<file path="config.mk">
export PLATFORM = sky130hd
export DESIGN_NAME = rsa_stream_ctrl
export DESIGN_NICKNAME = d
export VERILOG_FILES = /design/src/rtl/rsa_pkg.sv /design/src/rtl/rsa_out_slot.sv /design/src/rtl/rsa_stream_ctrl.sv
export SDC_FILE = /design/constraint.sdc
export NUM_CORES = 1
export LEC_CHECK = 0
export ABC_AREA = 1
export CAP_MARGIN = 5
export CELL_PAD_IN_SITES_DETAIL_PLACEMENT = 0
export CELL_PAD_IN_SITES_GLOBAL_PLACEMENT = 1
export CORE_UTILIZATION = 28
export DETAILED_ROUTE_END_ITERATION = 8
export MAX_ROUTING_LAYER = met4
export PLACE_DENSITY = 0.84
export SETUP_SLACK_MARGIN = 0.4
export SYNTH_ARGS = -nofsm -noshare
export SYNTH_HDL_FRONTEND = slang
export SYNTH_SLANG_ARGS = --single-unit
</file>
<file path="constraint.sdc">
create_clock -name clk -period 1.5 [get_ports clk]
set_input_delay 0.3 -clock clk [delete_from_list [all_inputs] [get_ports clk]]
set_output_delay 0.3 -clock clk [all_outputs]
set_load 0.01 [all_outputs]
</file>
<file path="src/rtl/rsa_pkg.sv">
// Shared constants and FSM encoding for the RSA stream controller and the
// rsa_encoder/rsa_decoder cores it sequences.
package rsa_pkg;

  localparam int                N_BIT = 12;
  localparam logic [N_BIT-1:0]  N     = 12'd3551;

  // Montgomery constants the cores are built around (R = 2^LOGR words).
  localparam int                LOGR   = 3;
  localparam int                P      = 1;
  localparam logic [N_BIT-1:0]  RMODN  = 12'd545;
  localparam logic [N_BIT-1:0]  R2MODN = 12'd2292;
  localparam logic [N_BIT-1:0]  E      = 12'd5;
  localparam logic [N_BIT-1:0]  D      = 12'd1373;

  typedef enum logic [1:0] {
    IDLE  = 2'd0,
    SETUP = 2'd1,
    RUN   = 2'd2,
    CLEAR = 2'd3
  } state_e;

endpackage

</file>
<file path="src/rtl/rsa_out_slot.sv">
// Single-entry output register on a valid/ready stream; a capture in the
// same cycle as a drain wins and keeps the slot full with the new word.
module rsa_out_slot
  import rsa_pkg::*;
#(
  parameter int W = N_BIT
) (
  input  logic         clk,
  input  logic         rst_n,
  input  logic         cap_i,
  input  logic [W-1:0] cap_data_i,
  input  logic         out_ready_i,
  output logic         free_o,
  output logic         out_valid_o,
  output logic [W-1:0] out_data_o
);

  logic         valid_q, valid_d;
  logic [W-1:0] data_q, data_d;

  always_comb begin
    valid_d = valid_q;
    data_d  = data_q;
    if (cap_i) begin
      valid_d = 1'b1;
      data_d  = cap_data_i;
    end else if (out_ready_i) begin
      valid_d = 1'b0;
    end
  end

  always_ff @(posedge clk or negedge rst_n) begin
    if (!rst_n) begin
      valid_q <= 1'b0;
      data_q  <= '0;
    end else begin
      valid_q <= valid_d;
      data_q  <= data_d;
    end
  end

  assign free_o      = ~valid_q | out_ready_i;
  assign out_valid_o = valid_q;
  assign out_data_o  = data_q;

endmodule

</file>
<file path="src/rtl/rsa_stream_ctrl.sv">
// Stream front end for one rsa_encoder/rsa_decoder core: range-checks input
// words, drives the core's level start/done handshake and buffers the result.
// Optional per-instance counters cnt_ok/cnt_rej when RSA_STREAM_CNT_EN is defined.
module rsa_stream_ctrl
  import rsa_pkg::*;
#(
  parameter int               n_bit = N_BIT,
  parameter logic [n_bit-1:0] n     = N
) (
  input  logic             clk,
  input  logic             rst_n,
  input  logic             in_valid,
  output logic             in_ready,
  input  logic [n_bit-1:0] in_data,
  output logic             out_valid,
  input  logic             out_ready,
  output logic [n_bit-1:0] out_data,
  output logic             err_range,
  output logic             core_start,
  output logic [n_bit-1:0] core_data,
  input  logic             core_done,
  input  logic [n_bit-1:0] core_result
`ifdef RSA_STREAM_CNT_EN
  ,
  output logic [31:0]      cnt_ok,
  output logic [31:0]      cnt_rej
`endif
);

  state_e           state_q;
  logic             core_start_q;
  logic             err_range_q;
  logic [n_bit-1:0] core_data_q;

  logic accept;
  logic in_range;
  logic capture;
  logic slot_free;

  // A done still high from the previous job (or a misbehaving core) blocks input.
  assign in_ready = rst_n & (state_q == IDLE) & ~core_done;
  assign accept   = in_valid & in_ready;
  assign in_range = (in_data < n);
  assign capture  = (state_q == RUN) & core_done & slot_free;

  always_ff @(posedge clk or negedge rst_n) begin
    if (!rst_n) begin
      state_q      <= IDLE;
      core_start_q <= 1'b0;
      err_range_q  <= 1'b0;
      core_data_q  <= '0;
    end else begin
      err_range_q <= 1'b0;
      unique case (state_q)
        IDLE: begin
          if (accept) begin
            if (in_range) begin
              core_data_q <= in_data;
              state_q     <= SETUP;
            end else begin
              err_range_q <= 1'b1;
            end
          end
        end
        SETUP: begin
          core_start_q <= 1'b1;
          state_q      <= RUN;
        end
        RUN: begin
          // With the slot full and not draining, start stays high and the core holds done.
          if (capture) begin
            core_start_q <= 1'b0;
            state_q      <= CLEAR;
          end
        end
        CLEAR: begin
          if (!core_done) state_q <= IDLE;
        end
        default: state_q <= IDLE;
      endcase
    end
  end

  assign core_start = core_start_q;
  assign core_data  = core_data_q;
  assign err_range  = err_range_q;

  rsa_out_slot #(
    .W (n_bit)
  ) u_slot (
    .clk         (clk),
    .rst_n       (rst_n),
    .cap_i       (capture),
    .cap_data_i  (core_result),
    .out_ready_i (out_ready),
    .free_o      (slot_free),
    .out_valid_o (out_valid),
    .out_data_o  (out_data)
  );

`ifdef RSA_STREAM_CNT_EN
  logic [31:0] cnt_ok_q;
  logic [31:0] cnt_rej_q;

  always_ff @(posedge clk or negedge rst_n) begin
    if (!rst_n) begin
      cnt_ok_q  <= '0;
      cnt_rej_q <= '0;
    end else begin
      if (capture)     cnt_ok_q  <= cnt_ok_q + 32'd1;
      if (err_range_q) cnt_rej_q <= cnt_rej_q + 32'd1;
    end
  end

  assign cnt_ok  = cnt_ok_q;
  assign cnt_rej = cnt_rej_q;
`endif

endmodule

</file>
==> results of run 1 <==
-- what timing repair did --
| action | in CTS | in global routing |
|---|---|---|
| buffers inserted | 16 | 13 |
| pin swaps | 4 | 14 |
| setup endpoints to repair | 56 | 56 |
| gates resized for setup | 128 | 45 |
| gates cloned | 1 | 2 |
-- layout make-up --
cell class                      instances  area, sq um
Fill cell                             468         2170
Timing Repair Buffer                  106          930
Multi-Input combinational cell        111          782
Sequential cell                        29          726
Inverter                               23         92.6
Clock buffer                            7         86.3
Tap cell                               67         83.8
Timing Repair inverter                  1         7.51
-- synth_stat cells (all sizes together) --
library cell | instances | area, sq um
inv | 23 | 86.3
nor2 | 10 | 45.0
nand3 | 6 | 35.0
nand4 | 1 | 12.5
or2 | 2 | 12.5
ha | 5 | 62.6
clkbuf | 1 | 3.75
a21oi | 1 | 16.3
dfrtp | 29 | 726
buf | 3 | 31.3
nand3b | 1 | 20.0
nand2 | 72 | 298
o21ai | 13 | 110
-- through the flow --
stage          std cells  total power [mW]
6_report             344              4.49
5_1_grt              344              4.84
3_5_place_dp         305              3.36
4_1_cts              329              4.06
2_1_floorplan        167              2.33
3_3_place_gp         305              3.33
-- sequential cells by signal, summed over array words and instances, names as in the netlist --
| name | flops |
|---|---|
| core_data | 12 |
| core_start | 1 |
| err_range | 1 |
| state_q | 2 |
| u_slot.out_data_o | 12 |
| u_slot.out_valid_o | 1 |
-- report_power, final --
group	internal (mW)	switching, mW	leakage (nW)
clock network	0.363	0.280	0.0443
logic	1.38	1.14	1.09
registers	1.14	0.189	0.363
total	2.88	1.61	1.50
-- final timing paths --
kind / cells past startpoint / end / slack [ns] / start
worst max-delay path: 11 / state_q[0] / 0.03 / state_q[0]
worst min-delay path: 3 / core_data[3] / 0.31 / in_data[3]
worst max register to register: 11 / state_q[0] / 0.03 / state_q[0]
worst min register to register: 2 / u_slot.out_data_o[2] / 0.47 / u_slot.out_data_o[2]
max in group asynchronous: 3 / u_slot.out_data_o[8] / 0.60 / rst_n
min in group asynchronous: 3 / core_data[7] / 0.62 / rst_n
-- worst max-delay path: stages, from the launching register on --
cell     delay [ns]
dfrtp_1        0.40
inv_2          0.09
buf_6          0.10
ha_4           0.13
nand2_4        0.05
inv_4          0.05
nand2_4        0.05
nand2_4        0.07
nand2_4        0.05
or2_1          0.22
nand3_1        0.09
nand2_1        0.06
-- metal layers --
layer	share of wire, %	GRT usage, %
met3	5.4	4.88
met5	0	-
met1	45	17.2
met2	48	23.4
met4	1.1	6.62
-- logic make-up (layout without fill, tap and decap cells) --
logic type                 Yosys count  after routing
and+or+nand+nor                     92             92
adders and majority gates            5              5
DFF                                 29             29
AOI/OAI and AO/OA                   14             14
buffers and inverters               27            137
==> flow_metrics.env, run 1 <==
export IMPL_final_setup_skew_ns=0.00531
export IMPL_syn_area_sq_um=1460
export IMPL_cts_tree="built"
export IMPL_ios=57
export IMPL_die_area_sq_um=5500
export IMPL_final_common_cell="nand2_1"
export IMPL_wl_per_cell_um=11.6
export IMPL_grt_max_degree=30
export IMPL_worst_slew_pin_slew_ns=0.371
export IMPL_period_share_pct=97.9
export IMPL_clock_sinks=29
export IMPL_synth_compound_area_share_pct=8.66
export IMPL_synth_distinct_cells=21
export IMPL_portBuffers=56
export IMPL_core_sq_um=4880
export IMPL_power_density_nw_per_um2=1660
export IMPL_clockBufferDepth=2
export IMPL_hpwl_mm=2.42
export IMPL_critPathKind="register to register"
export IMPL_finalHoldViolations=0
export IMPL_avgSynthCellArea_sq_um=8.74
export IMPL_peakVddDrop_mv=0.695
export IMPL_slew_violations=0
export IMPL_tns_ns=0
export IMPL_crit_arrival_ns=1.64
export IMPL_numCtsBuffers=5
export IMPL_viasPerCell=4.05
export IMPL_synthCells=167
export IMPL_die_h_um=74.2
export IMPL_pre_cts_slack_ns=-0.298
export IMPL_cts_root_buffer="clkbuf_8"
export IMPL_crit_path_start_kind="register"
export IMPL_area_growth_pct=85.6
export IMPL_antenna_found_initial=0
export IMPL_n_antenna_cell=0
export IMPL_synth_mux_area_share_pct=0
export IMPL_ant_nets=0
export IMPL_grt_pass1_wl_mm=5.81
export IMPL_max_freq_ghz=0.681
export IMPL_synth_xor_xnor_area_share_pct=0
export IMPL_worst_slack_ns=0.0309
export IMPL_grtUsageTotal_pct=14.9
export IMPL_synth_top_family_by_area="simple AND/OR/NAND/NOR gates"
export IMPL_dr_total_vias=1392
export IMPL_drt_pass1_iter_count=4
export IMPL_wl_mm=3.99
export IMPL_place_area_sq_um=2270
export IMPL_utilization_pct=55.5
export IMPL_drc=0
export IMPL_fin_nets=311
export IMPL_rsz0062_at_grt="true"
export IMPL_path_max_fanout=3
export IMPL_maxCapViolations=0
export IMPL_drt_iter0_drc=38
export IMPL_hold_slack_ns=0.306
export IMPL_synth_warning_count=0
export IMPL_finalInstanceArea_sq_um=2710
export IMPL_h_tree_depth=2
export IMPL_hold_path_class="primary input to register"
export IMPL_grt_pass1_vias=1309
export IMPL_drive_above_1_share_pct=52.7
export IMPL_clk_pin_slew_ns=0.06
export IMPL_synth_seq_cells=29
export IMPL_crit_path_end_kind="register"
export IMPL_clk_latency_ns=0.28
export IMPL_setup_violations=0
export IMPL_die_w_um=74.2
export IMPL_synth_fa_ha_area_share_pct=4.29
export IMPL_synth_simple_gate_area_share_pct=29.0
export IMPL_synth_fp_nets=201
export IMPL_status="finished clean"
export IMPL_min_period_ns=1.47
export IMPL_grt_overflow_total=0
export IMPL_final_cell_mix="nand2_1 (47), buf_4 (42), dfrtp_1 (29), buf_2 (22)"
export IMPL_p_leak_nw=1.50
export IMPL_gp_congestion=0.774
export IMPL_ys_seq_area_share_pct=49.7
export IMPL_rows=25
export IMPL_ctsHoldBuffers=0
export IMPL_slew_headroom_pct=75.3
export IMPL_start_util_pct=29.9
export IMPL_required_ns=1.67
Note: power is estimated with default switching activity, not from simulation.
==> run 2, diff against run 1 <==
--- a/config.mk
+++ b/config.mk
@@ -12,7 +12,7 @@
 export CORE_UTILIZATION = 28
 export DETAILED_ROUTE_END_ITERATION = 8
 export MAX_ROUTING_LAYER = met4
-export PLACE_DENSITY = 0.84
+export PLACE_DENSITY = 0.72
 export SETUP_SLACK_MARGIN = 0.4
 export SYNTH_ARGS = -nofsm -noshare
 export SYNTH_HDL_FRONTEND = slang
==> run 2 against run 1 <==
Die area unchanged. Power increased by 3.8%. Critical path type unchanged. Sequential share of layout area decreased by 0.32 points. Highest routed layer unchanged. Critical path depth unchanged. First-iteration DRC count decreased by 32%. Sequential power about the same. Largest cell class unchanged. Hold slack improved by 0.017 ns.
==> flow_metrics.env, run 2 (synthesis results as in run 1) <==
export IMPL_status="finished clean"
export IMPL_path_max_fanout=2
export IMPL_maxCapViolations=0
export IMPL_cts_root_buffer="clkbuf_8"
export IMPL_path_depth=11
export IMPL_grtUsageTotal_pct=14.6
export IMPL_critPathMaxStageDelay_ns=0.39
export IMPL_h_tree_depth=2
export IMPL_start_util_pct=29.9
export IMPL_grt_max_degree=30
export IMPL_die_w_um=74.2
export IMPL_swShare_pct=36.2
export IMPL_viasPerCell=4.09
export IMPL_area_growth_pct=87.8
export IMPL_rsz0062_at_grt="true"
export IMPL_setup_violations=0
export IMPL_core_sq_um=4880
export IMPL_pre_cts_slack_ns=-0.268
export IMPL_grt_pass1_wl_mm=5.75
export IMPL_p_seq_share_pct=28.7
export IMPL_drive_above_1_share_pct=61.3
export IMPL_drt_iter0_drc=26
export IMPL_finalInstanceArea_sq_um=2740
export IMPL_crit_path_start_kind="register"
export IMPL_hold_slack_ns=0.323
export IMPL_fin_nets=302
export IMPL_clock_sinks=29
export IMPL_ctsHoldBuffers=0
export IMPL_hpwl_mm=2.45
export IMPL_gp_congestion=0.715
export IMPL_antenna_found_initial=0
export IMPL_wl_per_cell_um=11.3
export IMPL_worst_slew_pin_slew_ns=0.373
export IMPL_clk_latency_ns=0.28
export IMPL_wl_mm=3.80
export IMPL_clk_pin_slew_ns=0.07
export IMPL_die_h_um=74.2
export IMPL_max_freq_ghz=0.685
export IMPL_p_leak_nw=1.46
export IMPL_final_setup_skew_ns=0.00910
export IMPL_dr_total_vias=1374
export IMPL_combinationalPowerShare_pct=56.1
export IMPL_slew_violations=0
export IMPL_critPathKind="register to register"
export IMPL_crit_path_end_kind="register"
export IMPL_ios=57
export IMPL_crit_path_cell_trace="inv_2, buf_6, ha_4, nand2_2, inv_2, nand2_4, nand2_4, nand2_4, or2_4, nand3_2, nand2_2"
export IMPL_reg2reg_slack_ns=0.04
export IMPL_cp_slowest_cell="dfrtp_1"
export IMPL_n_antenna_cell=0
export IMPL_rows=25
export IMPL_finalHoldViolations=0
export IMPL_p_int_mw=2.98
export IMPL_cts_tree="built"
export IMPL_grt_pass1_vias=1310
export IMPL_die_area_sq_um=5500
export IMPL_worst_path_buf_inv=3
export IMPL_ant_nets=0
export IMPL_drt_pass1_iter_count=2
export IMPL_drc=0
export IMPL_ff2ff_path_depth=11
export IMPL_worst_slack_ns=0.0394
export IMPL_crit_arrival_ns=1.64
export IMPL_critPathTopFamily="simple AND/OR/NAND/NOR gates"
export IMPL_utilization_pct=56.2
export IMPL_power_density_nw_per_um2=1700
export IMPL_hold_depth=3
export IMPL_clockBufferDepth=2
export IMPL_min_period_ns=1.46
export IMPL_clkPwrFrac_pct=15.2
export IMPL_place_area_sq_um=2300
export IMPL_grt_overflow_total=0
export IMPL_final_cell_mix="nand2_2 (31), buf_4 (31), dfrtp_1 (29), clkdlybuf4s50_1 (26), nand2_1 (25)"
export IMPL_period_share_pct=97.4
export IMPL_hold_path_class="primary input to register"
export IMPL_peakVddDrop_mv=0.565
export IMPL_numCtsBuffers=5
export IMPL_switchingPower_mw=1.69
export IMPL_cp_common_cell="nand2_4"
export IMPL_required_ns=1.67
export IMPL_portBuffers=56
export IMPL_slew_headroom_pct=75.1
==> run 2: cell count changes in the layout (fill, tap and decap cells not counted), moves of 3 or more <==
cell | before | now
nand2_1 | 47 | 25
nand2_2 | 13 | 31
buf_4 | 42 | 31
clkdlybuf4s50_1 | 16 | 26
dlymetal6s2s_1 | 12 | 2
nor2_2 | 4 | 9
nand2_4 | 12 | 16
buf_12 | 1 | 4
nor2_4 | 4 | 1
==> run 2: final timing paths <==
| path | end | startpoint |
|---|---|---|
| min in group asynchronous | core_data[6] | rst_n |
| worst min-delay path | core_data[10] | in_data[10] |
| max in group asynchronous | u_slot.out_data_o[4] | rst_n |
| worst max register to register | state_q[1] | state_q[0] |
| worst min register to register | u_slot.out_data_o[10] | u_slot.out_data_o[10] |
| worst max-delay path | state_q[1] | state_q[0] |
==> run 2: power groups by stage <==
stage               registers [mW]  clock network [mW]  logic [mW]
finish                        1.34               0.709        2.62
CTS                           1.31               0.734        2.03
detailed placement            1.35                   0        2.06
floorplan                     1.52                   0       0.810
global placement              1.34                   0        2.04
global route                  1.38               0.768        2.87
==> run 2: what timing repair did <==
| item | in CTS | in global routing |
|---|---|---|
| resized for setup | 117 | 77 |
| pin swaps | 2 | 14 |
| gates cloned | 0 | 2 |
| endpoints found under the hold margin | 0 | 0 |
| setup buffers | 11 | 9 |
| endpoints found under the setup margin | 56 | 56 |
==> run 2: metrics by stage <==
| stage | TNS [ns] | power (mW) | instances |
|---|---|---|---|
| finish | 0 | 4.66 | 336 |
| global route | -0.110 | 5.01 | 336 |
| global placement | -4.61 | 3.39 | 306 |
| detailed placement | -4.82 | 3.41 | 306 |
| CTS | 0 | 4.08 | 325 |
| floorplan | 0 | 2.33 | 167 |
==> run 2: cell type report <==
cell class / instances / area (sq um)
fill: 478 / 2140
sequential: 29 / 726
clock inverter: 1 / 5.00
clock buffer: 7 / 96.3
tap: 67 / 83.8
multi-input combinational: 111 / 856
inverter: 23 / 93.8
timing repair buffer: 98 / 880
==> run 2: worst min-delay path, stage by stage <==
cell and delay [ns]:
dlymetal6s2s_1 0.14, inv_1 0.07, o21ai_2 0.05
==> run 2: routing by layer <==
metal | vias up | share of wire, % | GRT usage (%)
met4 | 0 | 0.66 | 5.13
met1 | 623 | 41 | 16.0
met5 | - | 0 | -
met2 | 44 | 51 | 24.1
met3 | 5 | 7.4 | 5.56
li1 | 702 | - | -
==> run 3, diff against run 2 <==
--- a/config.mk
+++ b/config.mk
@@ -16,4 +16,5 @@
 export SETUP_SLACK_MARGIN = 0.4
 export SYNTH_ARGS = -nofsm -noshare
 export SYNTH_HDL_FRONTEND = slang
+export SYNTH_HIERARCHICAL = 1
 export SYNTH_SLANG_ARGS = --single-unit
==> constraint.sdc (replaced) <==
create_clock -name clk -period 1.5 [get_ports clk]
set_input_delay 0.225 -clock clk [delete_from_list [all_inputs] [get_ports clk]]
set_output_delay 0.225 -clock clk [all_outputs]
set_load 0.01 [all_outputs]
==> run 3 against run 2 <==
Design area decreased by 7.7%. First-iteration DRC count increased by 58%. Synthesized area is 1.5% lower. Utilization shrank 3.7 points. Wire length fell by 8.3%. Clock skew down 0.0026 ns. Combinational power decreased by 13%. Power is 8.4% lower. Critical endpoint is now core_data[6].
==> flow_metrics.env, run 3 <==
export IMPL_wl_per_cell_um=11.1
export IMPL_n_antenna_cell=0
export IMPL_crit_arrival_ns=1.61
export IMPL_ant_nets=0
export IMPL_antenna_found_initial=0
export IMPL_finalHoldViolations=0
export IMPL_p_leak_nw=1.32
export IMPL_grtUsageTotal_pct=13.9
export IMPL_grt_overflow_total=0
export IMPL_ys_seq_area_share_pct=50.5
export IMPL_power_density_nw_per_um2=1690
export IMPL_synth_fp_nets=193
export IMPL_reg2reg_from="state_q[0]"
export IMPL_h_tree_depth=2
export IMPL_drc=0
export IMPL_area_growth_pct=75.9
export IMPL_final_common_cell="nand2_2"
export IMPL_period_share_pct=96.5
export IMPL_clock_sinks=29
export IMPL_final_setup_skew_ns=0.00653
export IMPL_synth_edf_count=0
export IMPL_clk_pin_slew_ns=0.06
export IMPL_worst_slew_pin_slew_ns=0.370
export IMPL_ys_top_cells_by_count="nand2_1 (56), dfrtp_1 (29), inv_1 (18)"
export IMPL_setup_violations=0
export IMPL_die_w_um=73.7
export IMPL_die_area_sq_um=5430
export IMPL_total_power_mw=4.27
export IMPL_ys_flop_type="dfrtp_1"
export IMPL_synth_most_common_cell="nand2_1"
export IMPL_status="finished clean"
export IMPL_drt_pass1_iter_count=4
export IMPL_crit_path_end_kind="register"
export IMPL_crit_path_start_kind="register"
export IMPL_portBuffers=56
export IMPL_utilization_pct=52.5
export IMPL_cts_root_buffer="clkbuf_8"
export IMPL_synth_distinct_cells=19
export IMPL_syn_area_sq_um=1440
export IMPL_slew_violations=0
export IMPL_synth_seq_cells=29
export IMPL_ios=57
export IMPL_cts_tree="built"
export IMPL_synth_top_cells_by_area="dfrtp_1 (50%), nand2_1 (15%), o21ai_2 (7.3%), inv_1 (4.7%), ha_1 (4.4%)"
export IMPL_grt_pass1_vias=1233
export IMPL_viasPerCell=4.04
export IMPL_crit_start="state_q[0]"
export IMPL_numCtsBuffers=5
export IMPL_rsz0062_at_grt="true"
export IMPL_rows=25
export IMPL_synth_top_area_share_pct=50.5
export IMPL_die_h_um=73.7
export IMPL_core_sq_um=4820
export IMPL_fillers=496
export IMPL_peakVddDrop_mv=0.755
export IMPL_hold_slack_ns=0.475
export IMPL_synth_warning_count=6
export IMPL_synthCells=159
export IMPL_max_freq_ghz=0.691
export IMPL_critPathMaxStageDelay_ns=0.39
export IMPL_hold_path_class="primary input to async pin"
export IMPL_drt_iter0_drc=41
export IMPL_hpwl_mm=2.28
export IMPL_clockBufferDepth=2
export IMPL_cp_slowest_cell="dfrtp_1"
export IMPL_crit_path_cell_trace="inv_2, ha_4, nand4_1, nand3b_4, buf_12, nand2_2, o21ai_2"
export IMPL_critPathKind="register to register"
export IMPL_yosysTopAreaCell="dfrtp_1"
export IMPL_slew_headroom_pct=75.4
export IMPL_start_util_pct=29.8
export IMPL_gp_congestion=0.753
export IMPL_grt_pass1_wl_mm=5.40
export IMPL_clk_latency_ns=0.27
export IMPL_final_cell_mix="nand2_2 (30), dfrtp_1 (29), clkdlybuf4s50_1 (28), buf_2 (26), nand2_1 (24)"
export IMPL_avgSynthCellArea_sq_um=9.04
export IMPL_required_ns=1.66
export IMPL_synthArstFlopShare_pct=100
export IMPL_wl_mm=3.48
export IMPL_path_max_fanout=12
export IMPL_grt_max_degree=30
export IMPL_dr_total_vias=1265
export IMPL_min_period_ns=1.45
export IMPL_maxCapViolations=0
export IMPL_drive_above_1_share_pct=56.1
export IMPL_fin_nets=280
==> run 3: metrics by stage <==
| stage | instance area, sq um | std cells | TNS, ns | worst slack (ns) |
|---|---|---|---|---|
| 2_1_floorplan | 1470 | 159 | 0 | 0.118 |
| 3_3_place_gp | 2200 | 290 | -2.36 | -0.172 |
| 3_5_place_dp | 2200 | 290 | -2.32 | -0.168 |
| 4_1_cts | 2440 | 311 | 0 | 0.0545 |
| 5_1_grt | 2530 | 313 | -0.0757 | -0.0124 |
| 6_report | 2530 | 313 | 0 | 0.0518 |
==> run 3: what timing repair did <==
item / 4_1_cts / 5_1_grt
hold endpoints to repair: 0 / 0
hold buffers: 0 / 0
endpoints found under the setup margin: 56 / 39
cloned: 2 / 0
pin swaps: 20 / 8
setup buffers: 12 / 2
resized for setup: 132 / 46
==> run 3: worst paths after layout <==
check                                       end  slack [ns]  depth (start not counted)
setup / recovery                   core_data[6]        0.05                          7
setup reg to reg                   core_data[6]        0.05                          7
max in group asynchronous  u_slot/out_data_o[1]        0.76                          2
min in group clk           u_slot/out_data_o[8]        0.48                          2
hold reg to reg            u_slot/out_data_o[8]        0.48                          2
hold / removal                     core_data[5]        0.47                          2
==> run 3: cell families (layout without fill, tap and decap cells) <==
| family | after synthesis | in the layout | synth area share (%) |
|---|---|---|---|
| and+or+nand+nor | 85 | 85 | 27.7 |
| DFF | 29 | 29 | 50.5 |
| buffers and inverters | 25 | 112 | 8.35 |
| AOI/OAI and AO/OA | 15 | 15 | 9.14 |
| adders and majority gates | 5 | 5 | 4.35 |
==> run 3: report_power, final <==
part	leakage, nW	total (mW)	internal [mW]	switching (mW)
clock	0.0443	0.632	0.363	0.269
combinational	0.910	2.29	1.19	1.10
sequential	0.363	1.35	1.14	0.211
==> run 3: worst max-delay path: cells and delay by family, from the launching register on <==
kind	cells	cell delay, ns
DFF	1	0.39
adders and majority gates	1	0.14
buffers and inverters	2	0.26
and+or+nand+nor	3	0.51
AOI/OAI and AO/OA	1	0.04
==> run 3: final cells by class <==
| class | count | area [sq um] | area share (%) |
|---|---|---|---|
| tap | 67 | 83.8 | 3.32 |
| inverter | 21 | 98.8 | 3.91 |
| multi-input combinational | 105 | 801 | 31.7 |
| timing repair inverter | 1 | 16.3 | 0.643 |
| sequential | 29 | 726 | 28.7 |
| clock buffer | 7 | 86.3 | 3.41 |
| timing repair buffer | 83 | 717 | 28.4 |
==> run 3: layer usage <==
layer | vias to the layer above | track usage, % | routed length, um
li1 | 655 | - | -
met1 | 566 | 15.3 | 1500
met2 | 40 | 23.6 | 1750
met3 | 4 | 3.57 | 199
met4 | 0 | 5.77 | 38
met5 | - | - | 0
